$ cat config.mk
export PLATFORM = sky130hd
export DESIGN_NAME = shift_arb
export DESIGN_NICKNAME = d
export VERILOG_FILES = /design/src/rtl/shift_pkg.sv /design/src/rtl/shift_arb_shift.sv /design/src/rtl/shift_arb.sv
export SDC_FILE = /design/constraint.sdc
export NUM_CORES = 1
export LEC_CHECK = 0
export CAP_MARGIN = 20
export CORE_UTILIZATION = 40
export CTS_BUF_LIST = sky130_fd_sc_hd__clkbuf_4 sky130_fd_sc_hd__clkbuf_8
export DETAILED_ROUTE_END_ITERATION = 8
export GPL_TIMING_DRIVEN = 1
export PLACE_DENSITY = 0.64
export SETUP_SLACK_MARGIN = 0.05
export SLEW_MARGIN = 20
export SYNTH_ARGS = -nofsm -noshare
export SYNTH_HDL_FRONTEND = slang
export SYNTH_SLANG_ARGS = --single-unit
$ cat constraint.sdc
create_clock -name clk -period 2.4 [get_ports clk]
set_clock_uncertainty 0.15 [all_clocks]
set_input_delay 0.48 -clock clk [delete_from_list [all_inputs] [get_ports clk]]
set_output_delay 0.48 -clock clk [all_outputs]
set_load 0.03 [all_outputs]
$ cat src/rtl/shift_pkg.sv
// Shared definitions for the shift_arb slice: op codes, output-register
// state encoding and the round-robin search helper.
package shift_pkg;

  localparam logic [2:0] SH_SRL = 3'b001;
  localparam logic [2:0] SH_SRA = 3'b010;
  localparam logic [2:0] SH_SLL = 3'b100;

  // Largest requester count the search helper is written for.
  localparam int MAX_REQ = 8;

  typedef enum logic {
    EMPTY = 1'b0,
    FULL  = 1'b1
  } state_e;

  // Round-robin search: first valid requester at or after ptr, wrapping at
  // nreq. Returns {found, index}. The valid vector is zero-extended by the
  // caller to MAX_REQ bits; entries at or beyond nreq are never looked at.
  function automatic logic [3:0] rr_search(input logic [MAX_REQ-1:0] valid,
                                           input logic [2:0]         ptr,
                                           input int                 nreq);
    logic       found;
    logic [2:0] win;
    int         idx;
    found = 1'b0;
    win   = 3'd0;
    for (int k = 0; k < MAX_REQ; k++) begin
      if (k < nreq) begin
        idx = int'(ptr) + k;
        if (idx >= nreq) begin
          idx = idx - nreq;
        end
        if (!found && valid[idx]) begin
          found = 1'b1;
          win   = 3'(idx);
        end
      end
    end
    return {found, win};
  endfunction

endpackage

$ cat src/rtl/shift_arb_shift.sv
// Combinational 32-bit barrel shifter (SRL / SRA / SLL).
// Any code outside the three legal ones passes the operand through; the
// caller decides whether that is an error.
module shift
  import shift_pkg::*;
(
  input  logic [31:0] d,
  input  logic [4:0]  sa,
  input  logic [2:0]  c,
  output logic [31:0] res
);

  // Select the shift flavour from the one-hot op code.
  always_comb begin
    res = d;
    case (c)
      SH_SRL:  res = d >> sa;
      SH_SRA:  res = 32'($signed(d) >>> sa);
      SH_SLL:  res = d << sa;
      default: res = d;
    endcase
  end

endmodule

$ cat src/rtl/shift_arb.sv
// shift_arb: round-robin arbiter sharing one barrel shifter between NREQ
// requesters, with a single output register (1-cycle latency, 1 op/cycle).
// Optional build macro SHIFT_ARB_ILLEGAL_CHK_EN: when defined, an op code
// outside {SRL, SRA, SLL} yields rsp_res=0 and rsp_err=1; when undefined the
// operand passes through and rsp_err stays 0.
// NREQ must be 2..8 and IDW must equal clog2(NREQ).
//
// state | meaning
// EMPTY | output register holds nothing, any request may be accepted
// FULL  | rsp_valid=1, result waits for rsp_ready
module shift_arb
  import shift_pkg::*;
#(
  parameter int NREQ = 2,
  parameter int IDW  = 1
) (
  input  logic              clk,
  input  logic              rst_n,
  input  logic [NREQ-1:0]   req_valid,
  output logic [NREQ-1:0]   req_ready,
  input  logic [32*NREQ-1:0] req_d,
  input  logic [5*NREQ-1:0] req_sa,
  input  logic [3*NREQ-1:0] req_c,
  output logic              rsp_valid,
  input  logic              rsp_ready,
  output logic [31:0]       rsp_res,
  output logic [IDW-1:0]    rsp_id,
  output logic              rsp_err
);

  state_e          state_q, state_d;
  logic [31:0]     res_q, res_d;
  logic [IDW-1:0]  id_q, id_d;
  logic            err_q, err_d;
  logic [IDW-1:0]  rr_ptr_q, rr_ptr_d;

  logic [MAX_REQ-1:0] valid_ext;
  logic [2:0]      ptr_ext;
  logic [3:0]      search;
  logic            found;
  logic [IDW-1:0]  win_id;
  logic            can_acc;
  logic            acc;

  logic [31:0]     mux_d;
  logic [4:0]      mux_sa;
  logic [2:0]      mux_c;
  logic [31:0]     sh_res;
  logic [31:0]     op_res;
  logic            op_err;

  // Round-robin winner search starting at the pointer.
  always_comb begin
    valid_ext = MAX_REQ'(req_valid);
    ptr_ext   = 3'(rr_ptr_q);
    search    = rr_search(valid_ext, ptr_ext, NREQ);
    found     = search[3];
    win_id    = IDW'(search[2:0]);
  end

  // Accept when the output register is free or drains this cycle; nothing is
  // granted while reset is held so requesters never see a lost handshake.
  always_comb begin
    can_acc = (state_q == EMPTY) || rsp_ready;
    acc     = rst_n && can_acc && found;
  end

  // One-hot ready towards the winning requester only.
  always_comb begin
    req_ready = '0;
    for (int i = 0; i < NREQ; i++) begin
      req_ready[i] = acc && (win_id == IDW'(i));
    end
  end

  // Steer the winner's payload into the shared shifter.
  always_comb begin
    mux_d  = '0;
    mux_sa = '0;
    mux_c  = '0;
    for (int i = 0; i < NREQ; i++) begin
      if (win_id == IDW'(i)) begin
        mux_d  = req_d[32*i +: 32];
        mux_sa = req_sa[5*i +: 5];
        mux_c  = req_c[3*i +: 3];
      end
    end
  end

  shift u_shift (
    .d   (mux_d),
    .sa  (mux_sa),
    .c   (mux_c),
    .res (sh_res)
  );

`ifdef SHIFT_ARB_ILLEGAL_CHK_EN
  // Illegal op codes are still accepted, but flagged and zeroed.
  always_comb begin
    op_err = !((mux_c == SH_SRL) || (mux_c == SH_SRA) || (mux_c == SH_SLL));
    op_res = op_err ? 32'd0 : sh_res;
  end
`else
  // Illegal op codes pass the operand through unflagged (shifter default).
  always_comb begin
    op_err = 1'b0;
    op_res = sh_res;
  end
`endif

  // Next-state for the output register, its payload and the rr pointer.
  always_comb begin
    state_d  = state_q;
    res_d    = res_q;
    id_d     = id_q;
    err_d    = err_q;
    rr_ptr_d = rr_ptr_q;
    if (acc) begin
      state_d  = FULL;
      res_d    = op_res;
      id_d     = win_id;
      err_d    = op_err;
      rr_ptr_d = (win_id == IDW'(NREQ - 1)) ? '0 : win_id + 1'b1;
    end else if ((state_q == FULL) && rsp_ready) begin
      state_d = EMPTY;
    end
  end

  // Output register, state and pointer; reset drops any in-flight result.
  always_ff @(posedge clk or negedge rst_n) begin
    if (!rst_n) begin
      state_q  <= EMPTY;
      res_q    <= '0;
      id_q     <= '0;
      err_q    <= 1'b0;
      rr_ptr_q <= '0;
    end else begin
      state_q  <= state_d;
      res_q    <= res_d;
      id_q     <= id_d;
      err_q    <= err_d;
      rr_ptr_q <= rr_ptr_d;
    end
  end

  assign rsp_valid = (state_q == FULL);
  assign rsp_res   = res_q;
  assign rsp_id    = id_q;
  assign rsp_err   = err_q;

endmodule

==> results of run 1 <==
cells by family after synthesis:
| kind of cell | after synthesis |
|---|---|
| mux | 174 |
| other cells | 1 |
| simple gates | 368 |
| xor+xnor | 1 |
| compound gates | 418 |
| buf+inv | 132 |
| flops | 35 |
layer usage:
| metal | GRT usage [%] | vias to the layer above |
|---|---|---|
| met2 | 76.2 | 1109 |
| met4 | 28.9 | 2 |
| met3 | 10.7 | 301 |
| met5 | 0 | - |
| li1 | - | 5636 |
| met1 | 63.4 | 6440 |
placed cells by master (no fill, tap or decap), drive strengths merged, types with 4 or more instances in the layout:
cell type	synthesis	routed
a2111oi	10	10
nor3	24	24
a21boi	6	6
o21ai	45	45
dfrtp	35	35
clkbuf	30	8
o311ai	4	4
nand4	47	47
a31oi	35	35
nor2	66	66
o22ai	10	10
a21o	7	7
nand2b	8	8
a221oi	24	24
and4	14	14
a211oi	61	61
or4	9	9
dlygate4sd2	0	16
nor4	32	32
a211o	17	17
o221ai	11	11
buf	96	538
o32ai	7	7
mux2	58	58
nand2	95	95
and3	14	14
o31ai	7	7
a21oi	93	93
inv	6	6
clkdlybuf4s50	0	95
mux2i	107	107
nor2b	10	10
o211ai	31	31
a22oi	8	8
mux4	9	9
o211a	4	4
and2	7	7
nand3	30	30
worst max-delay path by stage:
| stage | from | to | slack, ps | cells past startpoint |
|---|---|---|---|---|
| after floorplan | req_valid[0] | rsp_res[29] | -120 | 11 |
| after global placement | req_valid[0] | rsp_res[5] | -1130 | 11 |
| after detailed placement | req_valid[0] | rsp_res[5] | -1100 | 11 |
| after CTS | rr_ptr_q | rsp_res[20] | -340 | 11 |
| after global routing | rr_ptr_q | rsp_res[29] | -520 | 9 |
| final | rr_ptr_q | rsp_res[2] | -550 | 11 |
synth_stat cells (5+ instances only):
cell       count  area share [%]
and2_1         6            0.44
a22oi_1        8            0.71
nor2b_1       10            0.74
clkbuf_1      30             1.3
o31ai_1        7            0.62
a221oi_1      23             2.4
a211o_1       17             1.8
nor3_1        23             1.4
o211ai_1      30             2.6
dfrtp_1       35              10
buf_2         53             3.1
buf_6         14             1.9
o21ai_0       36             2.1
and4_1        13             1.3
a31oi_1       35             2.6
a21oi_1       92             5.4
nor2_1        63             2.8
nand2_1       94             4.1
nand3_1       29             1.7
o32ai_1        7            0.72
nand2b_1       8            0.59
nor4_1        30             2.2
nand4_1       47             3.5
o21ai_1        8            0.47
o22ai_1       10            0.74
a2111oi_0      8            0.82
buf_1          5            0.22
a211oi_1      58             5.1
and3_1        14             1.0
mux4_2         9             2.4
or4_1          6            0.53
buf_4         24             2.1
mux2_2        56             7.4
o221ai_1      11             1.1
mux2i_1      107              13
a21o_1         7            0.62
power groups by stage:
stage | clock (uW) | sequential [uW] | combinational, uW
after floorplan | 0 | 1080 | 1980
after global placement | 0 | 824 | 4570
after detailed placement | 0 | 831 | 4590
after CTS | 475 | 821 | 5000
after global routing | 501 | 838 | 5700
final | 473 | 825 | 5570
layout make-up:
class,instances,share of cell area [%]
clock buffer,6,0.488
timing repair buffer,654,37.6
sequential,35,5.60
tap,270,2.16
antenna,1,0.0160
inverter,6,0.144
multi-input combinational,962,53.9
clock inverter,2,0.0801
flip-flops by register name, indices dropped and copies added, names as in the netlist:
signal,flops
rr_ptr_q,1
rsp_id,1
rsp_res,32
rsp_valid,1
critical path, cell delays in order, from the launching register on:
cell      delay, ps
dfrtp_1         390
nand2b_4        280
buf_6           130
buf_6           110
nand2_4          80
buf_12          150
buf_4           140
mux2i_1         150
a222oi_1        780
a221oi_2        140
a21oi_2         220
o31ai_2          70
through the flow:
step | utilization (%) | hold WS, ps | area [sq um] | total power [uW]
2_1_floorplan | - | 34.4 | 9100 | 3060
3_3_place_gp | 66.2 | 309 | 13600 | 5400
3_5_place_dp | 66.2 | 338 | 13600 | 5420
4_1_cts | 71.9 | 203 | 14800 | 6300
5_1_grt | 76.0 | 219 | 15600 | 7030
6_report | 76.0 | 193 | 15600 | 6870
repair_timing:
action	in CTS	in global routing
gates cloned	4	2
buffers inserted	23	23
pin swaps	40	38
setup endpoints to repair	34	34
gates resized for setup	194	115
endpoints found under the hold margin	0	0
==> flow_metrics.tcl, run 1 <==
set metrics [dict create \
    multi_input_area_sq_mm 0.00842 \
    slew_headroom_pct 39.8 \
    cts_root_buf "clkbuf_8" \
    synth_xor_area_share_pct 0.103 \
    initial_core_util_pct 41.4 \
    clk_pin_slew_ps 80 \
    p_seq_share_pct 12.0 \
    io_pins 122 \
    preCtsSetupSlack_ps -1100 \
    muxShareOfSynthArea_pct 22.7 \
    critical_path.max_fanout 8 \
    critPathKind "register to register" \
    fin_ws_ps -550 \
    yosysSeqAreaShare_pct 10.3 \
    grt_max_degree 39 \
    rr_endpoint "rsp_res[2]" \
    final_cells 1936 \
    yosys_warnings 0 \
    synthCells 1129 \
    rsz0062_at_grt "yes" \
    fp.dieW_um 148 \
    yosysUniqueCellTypes 95 \
    antenna_found_initial 2 \
    nNetsFinal 1749 \
    final_antenna_net_count 0 \
    grt_pass1_vias 12874 \
    postCtsHoldBufs 0 \
    final_max_slew_viol_count 0 \
    intPower_uw 3460 \
    place_inst 1878 \
    finalCriticalPeriod_ps 2950 \
    areaGrowthSynthToFinish_pct 83.7 \
    drt_pass1_iterations 6 \
    regToRegSetupSlack_ps -550 \
    drt_wl_total_mm 55.8 \
    rows 52 \
    wl_met3_mm 6.69 \
    crit_arrival_ps 2980 \
    drive_gt1_share_pct 51.9 \
    die_h_um 148 \
    numPortBuffers 120 \
    nFillCells 1490 \
    synth_nets 1214 \
    ys_async_sr_fraction_pct 100 \
    syn_area_sq_mm 0.00851 \
    max_slew.worst_pin.slew_ps 903 \
    grt_usage_pct 49.5 \
    route.met2.wl_mm 23.6 \
    num_vias 13488 \
    first_iter_violations 1978 \
    cts-buffers-inserted 5 \
    worstReg2RegStart "rr_ptr_q" \
    synth_top_family_by_area "compound AO/OA/AOI/OAI gates" \
    die-area_sq_mm 0.0219 \
    synth_enable_flop_cells 0 \
    worstSkewPairLatency_ps 300 \
    switching_share_pct 49.7 \
    synth_area_per_cell_sq_um 7.53 \
    wl_met1_mm 21.2 \
    via_per_inst 6.97 \
    drc_errors 0 \
    p_clk_share_pct 6.9 \
    rr_worst_depth 11 \
    p_switching_uw 3410 \
    start_kind "register" \
    synth-seq-cells 35 \
    synthSimpleGateAreaFrac_pct 23.0 \
    static-leakage-power_uw 0.00653 \
    irDropWorstVdd_mv 0.350 \
    hold_viol_final 0 \
    setup_viol 34 \
    maxCapViolCount 0 \
    cp.required_ps 2430 \
    setup_tns_ps -12130 \
    design.core.area_sq_mm 0.0206 \
    htree_levels 2 \
    combPwrFrac_pct 81.1 \
    min_path_type "input port to async pin" \
    cts_tree "yes" \
    status "finished, violations left" \
    seq_area_sq_um 876 \
    grt_pass1_wl_mm 81.1 \
    cts_buffer_depth 2 \
    fin_crit_sh_pct 123 \
    cts.sinks 35 \
    grt_overflow 0 \
    hpwl_mm 43.3 \
    crit_path_end_kind "register" \
    gp_congestion 1.14 \
    synthFlopType "dfrtp_1" \
    fmax_mhz 339 \
    synth-compound-area-share_pct 35.0 \
    drt-wirelength-per-cell_um 28.8 \
    highest_layer "met5" \
    synthAdderAreaFrac_pct 0 \
    powerDensity_mw_per_mm2 440 \
    violations "setup timing" \
]
No activity file was read; power rests on OpenSTA's default activity.
==> run 2, diff against run 1 <==
--- a/config.mk
+++ b/config.mk
@@ -12,7 +12,6 @@
 export GPL_TIMING_DRIVEN = 1
 export PLACE_DENSITY = 0.64
 export SETUP_SLACK_MARGIN = 0.05
-export SLEW_MARGIN = 20
 export SYNTH_ARGS = -nofsm -noshare
 export SYNTH_HDL_FRONTEND = slang
 export SYNTH_SLANG_ARGS = --single-unit
==> results of run 2 <==
No change in the layout: final DEF, timing and power equal those of run 1.
